File: src/rtl/ahb_pkg.sv
// rtl/ahb_pkg.sv - AHB-Lite bus enums, slave FSM states and burst helpers
package ahb_pkg;

  typedef enum logic [1:0] {
    TRANS_IDLE   = 2'b00,
    TRANS_BUSY   = 2'b01,
    TRANS_NONSEQ = 2'b10,
    TRANS_SEQ    = 2'b11
  } htrans_t;

  typedef enum logic [2:0] {
    SINGLE = 3'd0,
    INCR   = 3'd1,
    WRAP4  = 3'd2,
    INCR4  = 3'd3,
    WRAP8  = 3'd4,
    INCR8  = 3'd5,
    WRAP16 = 3'd6,
    INCR16 = 3'd7
  } hburst_t;

  typedef enum logic {
    OKAY  = 1'b0,
    ERROR = 1'b1
  } hresp_t;

  typedef enum logic [1:0] {
    IDLE = 2'd0,
    DATA = 2'd1,
    ERR1 = 2'd2,
    ERR2 = 2'd3
  } slave_state_t;

  // Beats in a fixed-length burst; 0 means open-ended (SINGLE/INCR never cancel).
  function automatic logic [4:0] burst_len(input hburst_t b);
    case (b)
      WRAP4, INCR4:   return 5'd4;
      WRAP8, INCR8:   return 5'd8;
      WRAP16, INCR16: return 5'd16;
      default:        return 5'd0;
    endcase
  endfunction

  // Largest depth among up to 32 packed 32-bit region sizes (zero-extended input).
  function automatic int max_words(input logic [1023:0] w);
    int m;
    m = 1;
    for (int i = 0; i < 32; i++) begin
      if (int'(w[i*32 +: 32]) > m) m = int'(w[i*32 +: 32]);
    end
    return m;
  endfunction

endpackage

File: src/rtl/ahb_region_decoder.sv
// rtl/ahb_region_decoder.sv - combinational HADDR to region hit, region index and word offset
module ahb_region_decoder #(
  parameter int ADDR_WIDTH  = 32,
  parameter int DATA_WIDTH  = 32,
  parameter int NUM_REGIONS = 2,
  parameter logic [NUM_REGIONS-1:0][ADDR_WIDTH-1:0] REGION_BASE  = '0,
  parameter logic [NUM_REGIONS-1:0][31:0]           REGION_WORDS = '0,
  parameter int OFF_W = 4,
  parameter int REG_W = 1
) (
  input  logic [ADDR_WIDTH-1:0] haddr_i,
  output logic                  hit_o,
  output logic [REG_W-1:0]      region_o,
  output logic [OFF_W-1:0]      offset_o
);

  localparam int BYTE_SH = $clog2(DATA_WIDTH/8);

  logic [63:0] rel;

  always_comb begin
    hit_o    = 1'b0;
    region_o = '0;
    offset_o = '0;
    rel      = '0;
    // Scan downwards so the lowest-indexed region wins if ranges overlap.
    for (int r = NUM_REGIONS-1; r >= 0; r--) begin
      rel = 64'(haddr_i) - 64'(REGION_BASE[r]);
      if ((haddr_i >= REGION_BASE[r]) && (rel < (64'(REGION_WORDS[r]) << BYTE_SH))) begin
        hit_o    = 1'b1;
        region_o = REG_W'(r);
        offset_o = OFF_W'(rel >> BYTE_SH);
      end
    end
  end

endmodule

File: src/rtl/ahb_lite_slave_mr.sv
// rtl/ahb_lite_slave_mr.sv - multi-region AHB-Lite slave front-end driving a backend strobe interface
// Optional AHB_SLAVE_PRIV_CHECK_EN: unprivileged accesses to PRIV_REGIONS get a two-cycle ERROR.
module ahb_lite_slave_mr
  import ahb_pkg::*;
#(
  parameter int DATA_WIDTH  = 32,
  parameter int ADDR_WIDTH  = 32,
  parameter int NUM_REGIONS = 2,
  parameter logic [NUM_REGIONS-1:0][ADDR_WIDTH-1:0] REGION_BASE = {ADDR_WIDTH'(32'h1000), ADDR_WIDTH'(32'h0)},
  parameter logic [NUM_REGIONS-1:0][31:0] REGION_WORDS = {32'd16, 32'd16},
  parameter logic [NUM_REGIONS-1:0] PRIV_REGIONS = '0,
  localparam int STRB_W    = DATA_WIDTH/8,
  localparam int MAX_WORDS = max_words(1024'(REGION_WORDS)),
  localparam int OFF_W     = (MAX_WORDS > 1) ? $clog2(MAX_WORDS) : 1,
  localparam int REG_W     = (NUM_REGIONS > 1) ? $clog2(NUM_REGIONS) : 1
) (
  input  logic                  clk,
  input  logic                  n_rst,
  input  logic                  HSEL,
  input  logic [ADDR_WIDTH-1:0] HADDR,
  input  logic [1:0]            HTRANS,
  input  logic                  HWRITE,
  input  logic [2:0]            HSIZE,
  input  logic [2:0]            HBURST,
  input  logic [3:0]            HPROT,
  input  logic                  HMASTLOCK,
  input  logic                  HREADY,
  input  logic [DATA_WIDTH-1:0] HWDATA,
  output logic [DATA_WIDTH-1:0] HRDATA,
  output logic                  HREADYOUT,
  output logic                  HRESP,
  output logic [OFF_W-1:0]      addr,
  output logic [REG_W-1:0]      region,
  output logic                  wen,
  output logic                  ren,
  output logic [DATA_WIDTH-1:0] wdata,
  output logic [STRB_W-1:0]     wstrb,
  output logic [2:0]            size,
  output logic [2:0]            burst_type,
  output logic [4:0]            burst_count,
  output logic                  burst_cancel,
  input  logic [DATA_WIDTH-1:0] rdata,
  input  logic                  slave_wait
);

  localparam int BYTE_SH = $clog2(STRB_W);

  slave_state_t       state_q, state_d;
  logic [OFF_W-1:0]   addr_q, addr_d;
  logic [REG_W-1:0]   region_q, region_d;
  logic               write_q, write_d;
  logic [2:0]         size_q, size_d, burst_q, burst_d;
  logic [BYTE_SH-1:0] lowaddr_q, lowaddr_d;
  logic [4:0]         count_q, count_d, len_q, len_d;
  logic               open_q, open_d, cancel_q, cancel_d;

  logic                  dec_hit;
  logic [REG_W-1:0]      dec_region;
  logic [OFF_W-1:0]      dec_offset;
  logic                  ready, accept, sample, bad, size_bad, misalign, priv_bad, in_data;
  logic [ADDR_WIDTH-1:0] align_mask;
  htrans_t               trans;
  logic                  unused_ok;

  assign unused_ok = ^{HMASTLOCK, HPROT, PRIV_REGIONS};
  assign trans     = htrans_t'(HTRANS);

  ahb_region_decoder #(
    .ADDR_WIDTH   (ADDR_WIDTH),
    .DATA_WIDTH   (DATA_WIDTH),
    .NUM_REGIONS  (NUM_REGIONS),
    .REGION_BASE  (REGION_BASE),
    .REGION_WORDS (REGION_WORDS),
    .OFF_W        (OFF_W),
    .REG_W        (REG_W)
  ) u_dec (
    .haddr_i  (HADDR),
    .hit_o    (dec_hit),
    .region_o (dec_region),
    .offset_o (dec_offset)
  );

  assign size_bad   = HSIZE > 3'(BYTE_SH);
  assign align_mask = (ADDR_WIDTH'(1) << HSIZE) - ADDR_WIDTH'(1);
  assign misalign   = |(HADDR & align_mask);
`ifdef AHB_SLAVE_PRIV_CHECK_EN
  assign priv_bad   = dec_hit & PRIV_REGIONS[dec_region] & ~HPROT[1];
`else
  assign priv_bad   = 1'b0;
`endif
  assign bad = ~dec_hit | size_bad | misalign | priv_bad;

  always_comb begin
    case (state_q)
      DATA:    ready = ~slave_wait;
      ERR1:    ready = 1'b0;
      default: ready = 1'b1;
    endcase
  end

  // sample marks the address-phase sampling point, whether or not we are selected.
  assign sample = HREADY & ready;
  assign accept = sample & HSEL & HTRANS[1];

  always_comb begin
    state_d   = state_q;
    addr_d    = addr_q;
    region_d  = region_q;
    write_d   = write_q;
    size_d    = size_q;
    burst_d   = burst_q;
    lowaddr_d = lowaddr_q;
    count_d   = count_q;
    len_d     = len_q;
    open_d    = open_q;
    cancel_d  = 1'b0;

    case (state_q)
      DATA:    if (!slave_wait) state_d = accept ? (bad ? ERR1 : DATA) : IDLE;
      ERR1:    state_d = ERR2;
      default: state_d = accept ? (bad ? ERR1 : DATA) : IDLE;
    endcase

    if (sample && open_q && (!HSEL || trans == TRANS_IDLE || trans == TRANS_NONSEQ)) begin
      cancel_d = 1'b1;
      open_d   = 1'b0;
    end

    if (accept) begin
      addr_d    = dec_offset;
      region_d  = dec_region;
      write_d   = HWRITE;
      size_d    = HSIZE;
      burst_d   = HBURST;
      lowaddr_d = HADDR[BYTE_SH-1:0];
      if (trans == TRANS_NONSEQ) begin
        count_d = 5'd0;
        len_d   = burst_len(hburst_t'(HBURST));
      end else begin
        count_d = count_q + 5'd1;
      end
      open_d = ({1'b0, count_d} + 6'd1) < {1'b0, len_d};
    end
  end

  always_ff @(posedge clk or negedge n_rst) begin
    if (!n_rst) begin
      state_q   <= IDLE;
      addr_q    <= '0;
      region_q  <= '0;
      write_q   <= 1'b0;
      size_q    <= '0;
      burst_q   <= '0;
      lowaddr_q <= '0;
      count_q   <= '0;
      len_q     <= '0;
      open_q    <= 1'b0;
      cancel_q  <= 1'b0;
    end else begin
      state_q   <= state_d;
      addr_q    <= addr_d;
      region_q  <= region_d;
      write_q   <= write_d;
      size_q    <= size_d;
      burst_q   <= burst_d;
      lowaddr_q <= lowaddr_d;
      count_q   <= count_d;
      len_q     <= len_d;
      open_q    <= open_d;
      cancel_q  <= cancel_d;
    end
  end

  assign in_data      = (state_q == DATA);
  assign wen          = in_data & write_q;
  assign ren          = in_data & ~write_q;
  assign HREADYOUT    = ready;
  assign HRESP        = (state_q == ERR1 || state_q == ERR2) ? ERROR : OKAY;
  assign HRDATA       = (ren && !slave_wait) ? rdata : '0;
  assign wdata        = wen ? HWDATA : '0;
  assign wstrb        = wen ? STRB_W'(((32'd1 << (32'd1 << size_q)) - 32'd1) << lowaddr_q) : '0;
  assign addr         = addr_q;
  assign region       = region_q;
  assign size         = size_q;
  assign burst_type   = burst_q;
  assign burst_count  = count_q;
  assign burst_cancel = cancel_q;

endmodule
File: config.mk
export PLATFORM = sky130hd
export DESIGN_NAME = ahb_lite_slave_mr
export DESIGN_NICKNAME = d
export VERILOG_FILES = /design/src/rtl/ahb_pkg.sv /design/src/rtl/ahb_region_decoder.sv /design/src/rtl/ahb_lite_slave_mr.sv
export SDC_FILE = /design/constraint.sdc
export NUM_CORES = 1
export LEC_CHECK = 0
export ABC_AREA = 1
export ABC_CLOCK_PERIOD_IN_PS = 2500
export CORE_MARGIN = 2
export CORE_UTILIZATION = 35
export DETAILED_ROUTE_END_ITERATION = 12
export PLACE_DENSITY = 0.83
export SYNTH_ARGS = -nofsm -noshare
export SYNTH_HDL_FRONTEND = slang
export SYNTH_HIERARCHICAL = 1
export SYNTH_SLANG_ARGS = --single-unit
export TNS_END_PERCENT = 20
File: constraint.sdc
create_clock -name clk -period 2.5 [get_ports clk]
set_input_delay 0.5 -clock clk [delete_from_list [all_inputs] [get_ports clk]]
set_output_delay 0.5 -clock clk [all_outputs]
set_load 0.1 [all_outputs]
# [After elaboration in Yosys (flattened, before gate mapping)]
# Index checks and enable logic that the tools add are counted.
[op_classes] addsub=5 magnitude_cmp=6 eq_ne=11 shifts=4 mux=22 n_bitwise=11 n_reduce_logical=16
[ops] cell="$lt A64 B7 Y1 const B" count=1
[ops] cell="$mux W32" count=2
[ops] cell="$shl A1 B3 Y32 const A" count=2
[ops] cell="$sub A32 B13 Y33 const B" count=1
[ops] cell="$and A32 B32 Y32" count=1
[ops] cell="$ge A32 B1 Y1 const B" count=1
[ops] cell="$ge A32 B13 Y1 const B" count=1
[ops] cell="$lt A32 B7 Y1 const B" count=1
[ops] cell="$reduce_or A32 Y1" count=1
[ops] cell="$shl A1 B32 Y32 const A" count=1
[ops] cell="$shl A32 B2 Y4" count=1
[ops] cell="$sub A32 B1 Y32 const B" count=1
[ops] cell="$sub A32 B2 Y32 const B" count=1
[ops] cell="$mux W5" count=4
[ops] cell="$pmux W5 S3" count=1
[ops] cell="$eq A3 B3 Y1 const B" count=4
[ops] cell="$mux W4" count=3
[ops] cell="$mux W1" count=7
[ops] cell="$add A5 B1 Y6 const B" count=1
[ops] cell="$eq A2 B2 Y1 const B" count=3
[ops] cell="$eq A3 B2 Y1 const B" count=2
[ops] cell="$lt A6 B5 Y1" count=1
[ops] cell="$mux W2" count=3
[ops] cell="$reduce_or A2 Y1" count=3
[ops] cell="other kinds (14)" count=28
[word_totals] register_bits=28 inputBits=115 output_inout_bits=89 wordCells=86

# [Depth between registers and ports, before layout]
# Gate-level depths: netlist of run 1.
[logic_depth] word_depth=12 ltp_mapped=17 mapped_depth_nobuf=17

# [By module]
# Netlist of run 1, hierarchy kept.
[modules_own_cells] mod="ahb_lite_slave_mr" instances=1 cells_per_inst=347 area_each_um2=2169.6
[modules_own_cells] mod="ahb_region_decoder" instances=1 cells_per_inst=120 area_each_um2=529.3

# [Worst setup path before layout of run 1]
# Ideal clock, no wire load.
[synth_path] path_type="register -> output" from="register state_q[1]" to="output wstrb[0]" arrival_time_ns=3.272 t_required_ns=2.000 setup_slack_ns=-1.272 path_stages_with_launch=6 path_buffers=0 cell_sequence="dfrtp_1 > nor2_1 > inv_2 > nor2_4 > inv_2 > nor3_1"
[synth_between] elab_chain_len=3
[synth_rtl] element="start: declaration" line="ahb_lite_slave_mr.sv:48" text="slave_state_t state_q, state_d;"
[synth_rtl] element="start signal: assignment" line="ahb_lite_slave_mr.sv:160" text="state_q <= state_d;"
[synth_rtl] element="$eq A2 B1 Y1" line="ahb_lite_slave_mr.sv:174" text="assign in_data = (state_q == DATA);"
[synth_rtl] element="$and A1 B1 Y1" line="ahb_lite_slave_mr.sv:175" text="assign wen = in_data & write_q;"
[synth_rtl] element="net wen" line="ahb_lite_slave_mr.sv:34" text="output logic wen,"
[synth_rtl] element="$mux W4" line="ahb_lite_slave_mr.sv:181" text="assign wstrb = wen ? STRB_W'(((32'd1 << (32'd1 << size_q)) - 32'd1) << lowaddr_q) : '0;"
[synth_rtl] element="end: declaration" line="ahb_lite_slave_mr.sv:37" text="output logic [STRB_W-1:0] wstrb,"
# The timed path passes the listed nets, and every way through them passes these cells.

# [Worst setup path after layout of run 1]
[layout_path] from="input HADDR[15]" to="register state_q[1]"
[layout_between] elab_chain_len=12
[layout_rtl] element="start: declaration" line="ahb_lite_slave_mr.sv:20" text="input logic [ADDR_WIDTH-1:0] HADDR,"
[layout_rtl] element="$sub A32 B13 Y33" line="ahb_region_decoder.sv:28" text="rel = 64'(haddr_i) - 64'(REGION_BASE[r]);"
[layout_rtl] element="$lt A64 B7 Y1" line="ahb_region_decoder.sv:29" text="if ((haddr_i >= REGION_BASE[r]) && (rel < (64'(REGION_WORDS[r]) << BYTE_SH))) begin"
[layout_rtl] element="$logic_and A1 B1 Y1" line="ahb_region_decoder.sv:29"
[layout_rtl] element="$mux W1" line="ahb_region_decoder.sv:29"
[layout_rtl] element="$mux W1 (*)" line="ahb_region_decoder.sv:29"
[layout_rtl] element="net dec_hit" line="ahb_lite_slave_mr.sv:57" text="logic dec_hit;"
[layout_rtl] element="$not A1 Y1 (*)" line="ahb_lite_slave_mr.sv:91" text="assign bad = ~dec_hit | size_bad | misalign | priv_bad;"
[layout_rtl] element="$or A1 B1 Y1 (*) (2 in series)" line="ahb_lite_slave_mr.sv:91"
[layout_rtl] element="$mux W2 (*) (2 in series)" line="ahb_lite_slave_mr.sv:119, ahb_lite_slave_mr.sv:121"
[layout_rtl] element="$mux W2" line="ahb_lite_slave_mr.sv:119" text="DATA: if (!slave_wait) state_d = accept ? (bad ? ERR1 : DATA) : IDLE;"
[layout_rtl] element="$pmux W2 S2 (*)" line="ahb_lite_slave_mr.sv:118" text="case (state_q)"
# Mark *: on every way through the listed nets, which the timed path passes. The rest lies on a longest branch. The select of a mux whose other input is x is not followed.
# A chain may end at the register's enable or synchronous reset.

==> results by group, run 1 <==
STA
  – Post-route minimum period: 2370 ps
  – Setup Skew: 7.17 ps
  – Final worst path period share: 0.948
  – Final setup violation count: 0
  – RSZ-0062 raised after global routing: true
  – Max Slew Vio Count: 0
  – Fin. Hold Viols: 0
  – Highest clock rate: 0.422 GHz
  – Setup TNS: 0 ps

Worst setup path
  – Critical path launch point type: input port
  – CP Class: in2reg
  – Worst Setup SP: HADDR[15]
  – Setup crit end kind: flip-flop
  – Slowest stage delay, CP: 460 ps
  – CP arrival: 2540 ps
  – CP Max Fanout: 7
  – Reg2Reg Launch Point: burst_count[0]
  – Crit-path cells: clkdlybuf4s50_1 -> nor2_4 -> nand2_4 -> nor2_4 -> nand4_1 -> nand2_1 -> nand2_1 -> nor2_1 -> nand3_2 -> nand2_1 -> inv_1 -> nor2_1 -> o2111ai_1 -> nor2_1 -> o21ai_0
  – WP data required: 2670 ps
  – Worst path slowest cell: clkdlybuf4s50_1

Clock network
  – Setup Buffers After CTS: 0
  – Clk sinks: 28
  – Clock transition at path regs: 100 ps
  – CTS tree: built
  – H-tree Lvls: 1
  – Root buf cell: clkbuf_8
  – Clk_lat worst skew: 290 ps
  – Maximum clock path buffer count: 2
  – TritonCTS Buffers: 3
  – CTS Hold Buffers Added: 0

Global routing
  – Antenna violations before repair: 0
  – Vias in the first global route: 3,740
  – Gr ovfl total: 0
  – Total track usage: 0.277
  – Largest net degree at the start of global routing: 29
  – First-pass GRT wire length: 18.8 mm

Floorplanning
  – Die Area: 8430 um^2
  – Die W: 91.8 um
  – FP Rows: 32
  – Core area: 7610 um^2
  – Vert. Die Dim: 91.8 um
  – I/O Pins: 204
  – Initial Util: 0.355

Logic synthesis
  – Post-Syn Instances: 467
  – Area leader, netlist: dfrtp_1
  – Yosys top cell area share: 0.260
  – Syn Nets: 590
  – Top post-synthesis cells by area: dfrtp_1 (26%), nand2_1 (16%), inv_1 (16%)
  – Synth Warn #: 6
  – Cell Area, Synth: 2700 um^2
  – Post-synth cell types: 35
  – #FFs+latches synth: 28
  – Synth Area per Inst: 5.78 um^2
  – Sequential share of the synthesized area: 0.260

Power
  – Sw frac: 0.608
  – Comb pwr share: 0.793
  – Internal Power: 0.00211 W
  – Sw Pwr: 0.00327 W
  – PwrDens: 875 nW/um^2
  – Clock power frac: 0.069
  – Seq pwr share: 0.138
  – Max IR drop VDD: 0.637 mV
  – Leakage: 2.95 nW

Drt
  – Wirelength, routed: 11.6 mm
  – WL per Instance: 14.9 um
  – Post-route ant nets: 0
  – Pre-antenna DRT Iters: 4
  – DR DRC count: 0
  – DR vias: 3,619
  – Via/cell ratio: 4.64
  – Initial DRC count: 89

Finish
  – Nets: 802
  – Fillers: 461
  – Layout cell share with drive strength beyond 1: 0.322
  – Inserted Diodes: 0
  – Layout area overhead: 127%
  – Non-Filler Instances: 780
  – Most frequent cells in the layout: inv_1 (113), nand2_1 (113), clkdlybuf4s50_1 (106), buf_12 (71), nor2_4 (68)

Worst hold path
  – Hold Crit Start: len_q[2]
  – Hold WC Path Type: reg2reg

Place
  – Placed cells: 776
  – RePlAce Congestion: 1.02
  – DPL Wire Length: 10.0 mm
  – Port bufs: 198

Status
  – Run status: completed

Flow run
  – Max Cap Viol: 0
synth_stat cells:
cell / count
nand2_1: 115
inv_1: 113
nor2_1: 103
dfrtp_1: 28
nand3_1: 18
o21ai_0: 11
ha_1: 8
o21ai_1: 8
nor2_4: 7
a21oi_1: 6
buf_2: 6
inv_2: 4
nor2_2: 4
buf_6: 3
o21ai_2: 3
xor2_1: 3
nand2_2: 2
nand2_4: 2
nand3_2: 2
nand3b_1: 2
nand4_1: 2
nor3_1: 2
o21a_1: 2
o31ai_1: 2
buf_4: 1
buf_8: 1
clkbuf_1: 1
clkinv_1: 1
clkinv_4: 1
conb_1: 1
o2111ai_1: 1
o21bai_1: 1
o31a_1: 1
or2_2: 1
xnor2_1: 1
power groups by stage:
stage	clock network (W)	registers (W)	logic [W]
2_1_floorplan	0	0.00134	0.00229
3_3_place_gp	0	0.000735	0.00413
3_5_place_dp	0	0.000750	0.00424
4_1_cts	0.000367	0.000742	0.00427
6_report	0.000370	0.000744	0.00426
5_1_grt	0.000395	0.000767	0.00446
routing by layer:
layer / vias to the layer above / global-route usage / share of wire
li1: 1778 / - / -
met1: 1671 / 0.295 / 0.35
met2: 137 / 0.535 / 0.54
met3: 33 / 0.0567 / 0.073
met4: 0 / 0.0970 / 0.036
met5: - / 0 / 0
cell type report:
type                       instances  area, um^2  area share
multi-input combinational        308        1970       0.321
timing repair buffer             219        2810       0.458
sequential                        28         704       0.115
clock inverter                     1        30.0     0.00489
clock buffer                       3        41.3     0.00673
inverter                         119         452      0.0736
tap                              102         128      0.0208
state kept, by name, summed over array words and instances (netlist names):
name          cells
addr              4
burst_cancel      1
burst_count       5
burst_type        3
len_q             5
lowaddr_q         2
open_q            1
region            1
size              3
state_q           2
write_q           1
repair_timing:
action / CTS / global route
hold endpoints to repair: 0 / 0
setup endpoints to repair: 0 / 4
gates resized for setup: 0 / 11
worst max-delay path: cells and delay by family:
kind,cells,cell delay [ps]
buf+inv,2,500
simple gates,11,1310
compound gates,2,210
path summary, 6_finish.rpt:
| path | end | slack [ps] | depth (start not counted) |
|---|---|---|---|
| worst min-delay path | len_q[2] | 510 | 2 |
| worst max-delay path | state_q[1] | 130 | 15 |
| worst max register to register | open_q | 330 | 14 |
| worst min register to register | len_q[2] | 510 | 2 |
| min in group asynchronous | burst_count[3] | 590 | 2 |
| max in group asynchronous | size[0] | 1630 | 2 |
kinds of logic after synthesis:
group / share of synthesized area
AOI/OAI and AO/OA: 0.0765
xor gates and xnor gates: 0.0130
adders and majority gates: 0.0371
buffers and inverters: 0.201
DFF: 0.260
other: 0.00139
and+or+nand+nor: 0.412
per-stage QoR:
| step | power [W] | hold WS, ps | area [um^2] | utilization | setup WS (ps) |
|---|---|---|---|---|---|
| floorplan | 0.00364 | 204 | 3200 | - | -101 |
| global placement | 0.00487 | 469 | 6040 | 0.794 | -67.2 |
| detailed placement | 0.00499 | 483 | 6040 | 0.794 | -157 |
| CTS | 0.00538 | 509 | 6110 | 0.804 | 60.3 |
| global route | 0.00562 | 533 | 6140 | 0.807 | -45.1 |
| finish | 0.00537 | 507 | 6140 | 0.807 | 130 |
Power figures use the tool's default switching activity.
==> inputs of run 2 (changes only) <==
HOLD_SLACK_MARGIN = 0.02   (was unset)
==> results of run 2 <==
The final DEF is identical to that of run 1; final timing and power are the same.
==> edit 1: new RTL, flow settings as in run 1 <==
`NUM_REGIONS` is set to 2 in 2 places; all go to 8.
--- a/src/rtl/ahb_region_decoder.sv
+++ b/src/rtl/ahb_region_decoder.sv
@@ -3,5 +3,5 @@
   parameter int ADDR_WIDTH  = 32,
   parameter int DATA_WIDTH  = 32,
-  parameter int NUM_REGIONS = 2,
+  parameter int NUM_REGIONS = 8,
   parameter logic [NUM_REGIONS-1:0][ADDR_WIDTH-1:0] REGION_BASE  = '0,
   parameter logic [NUM_REGIONS-1:0][31:0]           REGION_WORDS = '0,
--- a/src/rtl/ahb_lite_slave_mr.sv
+++ b/src/rtl/ahb_lite_slave_mr.sv
@@ -6,5 +6,5 @@
   parameter int DATA_WIDTH  = 32,
   parameter int ADDR_WIDTH  = 32,
-  parameter int NUM_REGIONS = 2,
+  parameter int NUM_REGIONS = 8,
   parameter logic [NUM_REGIONS-1:0][ADDR_WIDTH-1:0] REGION_BASE = {ADDR_WIDTH'(32'h1000), ADDR_WIDTH'(32'h0)},
   parameter logic [NUM_REGIONS-1:0][31:0] REGION_WORDS = {32'd16, 32'd16},
Interface: changed (resized region); port bits go from 204 to 206. The function was not compared with the original's and may differ.
==> edit 1 against run 1 <==
  * Design area rose by 2.7%
  * Via count rose by 3.1%
  * Total power rose by 4.4%
  * Wire length up 1.1%
  * Combinational power increased by 3%
  * Sequential cell count rose by 2
  * Setup slack gained 16 ps
  * Sequential share of layout area rose by 0.49 points
  * Area after synthesis is 3.8% higher
  * Critical path type is now flop to primary output
  * Critical endpoint is now wstrb[3]
  * Largest cell class unchanged
==> edit 1: results (changes against run 1) <==
Post-placement setup slack: -198 ps (-40.7 ps)
Capture endpoint of the worst hold path: len_q[4]
RD Place Congestion: 0.883 (-14%)
Sequential share of the synthesized area: 26.8% (+0.85 points)
End point of the critical path: wstrb[3]
Clock slew at the register clock pins of the worst setup and hold paths: 70 ps (-30 ps)
Cell count after placement: 792 (+2.1%)
Global-route wire length before repair: 18700 µm (-0.33%)
Crit path DAT: 1850 ps (-690 ps)
Outcome: finished clean
Number of I/O port buffers: 200 (+1.0%)
Crit-path slowest cell: sky130_fd_sc_hd__dfrtp_2
Post-synthesis instance total: 479 (+2.6%)
Layout Skew: 4.63 ps (-2.53 ps)
Leak: 3.04 nW (+3.1%)
Largest cells by area after synthesis: sky130_fd_sc_hd__dfrtp_1 (27%), sky130_fd_sc_hd__nand2_1 (16%), sky130_fd_sc_hd__inv_1 (15%)
Number of filler instances in the final layout: 487 (+5.6%)
Layout Nets: 820 (+2.2%)
Number of global-route vias before repair: 3819 (+2.1%)
Share of layout cells above drive strength 1: 33.0% (+0.80 points)
Hold Worst Slack: 490 ps (-17.2 ps)
Post-detailed-routing wire length: 11700 µm (+1.1%)
Kind of cell adding the most delay to the critical path: flip-flops
Max rail drop VDD: 0.000885 V (+39%)
Initial core utilization: 36.2% (+0.76 points)
Standard cell area after detailed placement: 6180 µm² (+2.3%)
Final HPWL DP: 10100 µm (+1.0%)
Capture point of the worst reg-to-reg path: open_q
Most instantiated cells after synthesis: sky130_fd_sc_hd__nand2_1 (121), sky130_fd_sc_hd__inv_1 (111), sky130_fd_sc_hd__nor2_1 (103)
Worst Min Path Start: len_q[4]
DR WL/cell: 14.6 µm (-1.5%)
1st-iter DRT viols: 126 (+42%)
Overall via count from detail_route: 3730 (+3.1%)
Clock insertion delay at the later pin of the skew report: 290 ps (about the same)
H-tree lvl count: 2 (+1)
Top fanout value on the critical path: 3 (-4)
Slack of the worst reg-to-reg path: 380 ps (+50 ps)
Post-synthesis cell type count: 33 (-5.7%)
Launch point of the critical path: size[1]
==> edit 1: cell count changes after synthesis, moves of 3 or more <==
| cell | delta |
|---|---|
| sky130_fd_sc_hd__buf_6 | +3 |
| sky130_fd_sc_hd__nand2_1 | +6 |
| sky130_fd_sc_hd__o21ai_0 | +4 |
| sky130_fd_sc_hd__o21ai_1 | -5 |
==> edit 1: metal layers <==
layer / vias up / share of wire [%] / global-route usage (%)
met2: 166 / 52 / 50.4
met1: 1700 / 35 / 27.9
li1: 1828 / - / -
met4: 0 / 4.8 / 12.5
met5: - / 0 / 0
met3: 36 / 8.4 / 7.09
==> edit 1: what timing repair did <==
item,CTS,global route
endpoints found under the setup margin,0,13
endpoints found under the hold margin,0,0
resized for setup,0,12
==> edit 1: kinds of logic after synthesis <==
kind of cell | share of synthesized area, %
DFF | 26.8
xor gates and xnor gates | 1.25
AOI/OAI and AO/OA | 7.19
adders and majority gates | 3.57
and+or+nand+nor | 40.9
buffers and inverters | 20.0
other | 0.268
==> edit 1: area by class of cell <==
class	count	share of cell area (%)
diodes	1	0.0397
clock buffers	6	1.31
inverters	118	7.06
clock inverters	2	0.198
flip-flops and latches	30	12.0
multi-input cells	317	31.9
repair buffers	225	45.5
well taps	102	2.02
==> edit 1: power by group through the flow <==
| stage | registers [mW] | logic, mW | clock network [mW] |
|---|---|---|---|
| 3_3_place_gp | 0.797 | 4.28 | 0 |
| 4_1_cts | 0.803 | 4.40 | 0.420 |
| 6_report | 0.805 | 4.40 | 0.410 |
| 3_5_place_dp | 0.810 | 4.39 | 0 |
| 5_1_grt | 0.830 | 4.62 | 0.433 |
| 2_1_floorplan | 1.51 | 2.30 | 0 |
==> edit 2: new RTL, config.mk and constraints of run 1 <==
Made on the original files. Re-encode `slave_state_t` (4 states) as one-hot, 4 bits wide.
--- a/src/rtl/ahb_pkg.sv
+++ b/src/rtl/ahb_pkg.sv
@@ -25,9 +25,9 @@
   } hresp_t;
 
-  typedef enum logic [1:0] {
-    IDLE = 2'd0,
-    DATA = 2'd1,
-    ERR1 = 2'd2,
-    ERR2 = 2'd3
+  typedef enum logic [3:0] {
+    IDLE = 4'b0001,
+    DATA = 4'b0010,
+    ERR1 = 4'b0100,
+    ERR2 = 4'b1000
   } slave_state_t;
 
Check against the original RTL: same outputs for any inputs over 10 cycles, from zero or initial values and one cycle with n_rst low; not proved beyond that.
==> edit 2 against run 1 <==
  * Area after synthesis is 4.3% higher
  * Wire length fell by 2.4%
  * Setup slack got worse by 16 ps
  * Design area is 4.1% lower
  * Sequential cell count up 2
  * First-iteration DRC count is 39% higher
  * Non-clock buffer count is 12 lower
  * Largest cell class unchanged
Power is not compared: it rests on default switching activity, and its combinational part moved more than twofold at a synthesized area within 25%.
==> edit 2: results (changes against run 1) <==
Outcome: finished clean
Clock network area share: 1.36% (+0.20 points)
Sequential cell area: 752 µm² (+6.7%)
Layout Nets: 797 (-0.62%)
Clock tree buffer count of the final layout: 8 (+5)
Post-placement setup slack: -60.5 ps (+96.7 ps)
Worst Min Path Start: region
Maximum number of pins on one net before global-route repair: 33 (+14%)
Synthesized netlist net count: 594 (+0.68%)
Sequential share of the synthesized area: 26.7% (+0.75 points)
Final HPWL DP: 9780 µm (-2.2%)
Slack of the worst reg-to-reg path: 380 ps (+50 ps)
Crit-path slowest cell: sky130_fd_sc_hd__dfrtp_1
Clock insertion delay at the later pin of the skew report: 270 ps (-20 ps)
Multi-input logic portion of the cell area: 30.0% (-2.1 points)
Multi-input gates: 313 (+1.6%)
Capture endpoint of the worst hold path: region
Final Non-Filler Cells: 777 (-0.38%)
RD Place Congestion: 0.891 (-13%)
Hold Worst Slack: 486 ps (-20.8 ps)
Portion of the clock cycle consumed by the worst path in the final layout: 95.4% (+0.65 points)
Sequential cell count of the final layout: 30 (+7.1%)
Post-synthesis instance total: 471 (+0.86%)
Area overhead of the layout relative to synthesis: 109%
Global-route wire length before repair: 17800 µm (-5.3%)
Number of optimization iterations in the first detailed-route pass: 5 (+1)
Cts bufs inserted: 5 (+2)
1st-iter DRT viols: 124 (+39%)
Routed vias/inst: 4.68 (+0.77%)
Top fanout value on the critical path: 21 (+14)
Non-clk bufs: 207 (-5.5%)
DR WL/cell: 14.6 µm (-2.0%)
Global-route total usage across every layer: 25.8% (-1.9 points)
Xor and xnor fraction of the mapped netlist area: 1.24% (-0.054 points)
Largest cells by area after synthesis: sky130_fd_sc_hd__dfrtp_1 (26%), sky130_fd_sc_hd__nand2_1 (15%), sky130_fd_sc_hd__inv_1 (15%)
Largest stage delay on the critical path: 390 ps (-70 ps)
edit 2: layer usage:
| metal | wire [µm] | global-route usage (%) |
|---|---|---|
| met1 | 3970 | 25.8 |
| met2 | 6210 | 50.6 |
| met3 | 792 | 5.70 |
| met4 | 345 | 10.3 |
| met5 | 0 | 0 |
edit 2: kinds of logic (layout without fill, tap and decap cells):
| logic type | after synthesis | after routing |
|---|---|---|
| fa+ha+maj | 8 | 8 |
| compound gates | 36 | 36 |
| buf+inv | 128 | 332 |
| simple gates | 264 | 264 |
| flops | 30 | 30 |
| other cells | 1 | 1 |
| xor+xnor | 4 | 4 |
edit 2: power by group:
part / leakage, nW / total [mW] / switching [mW] / internal [mW]
clock: 0.0395 / 0.363 / 0.166 / 0.197
combinational: 2.45 / 1.02 / 0.652 / 0.365
sequential: 0.390 / 0.621 / 0.0672 / 0.554
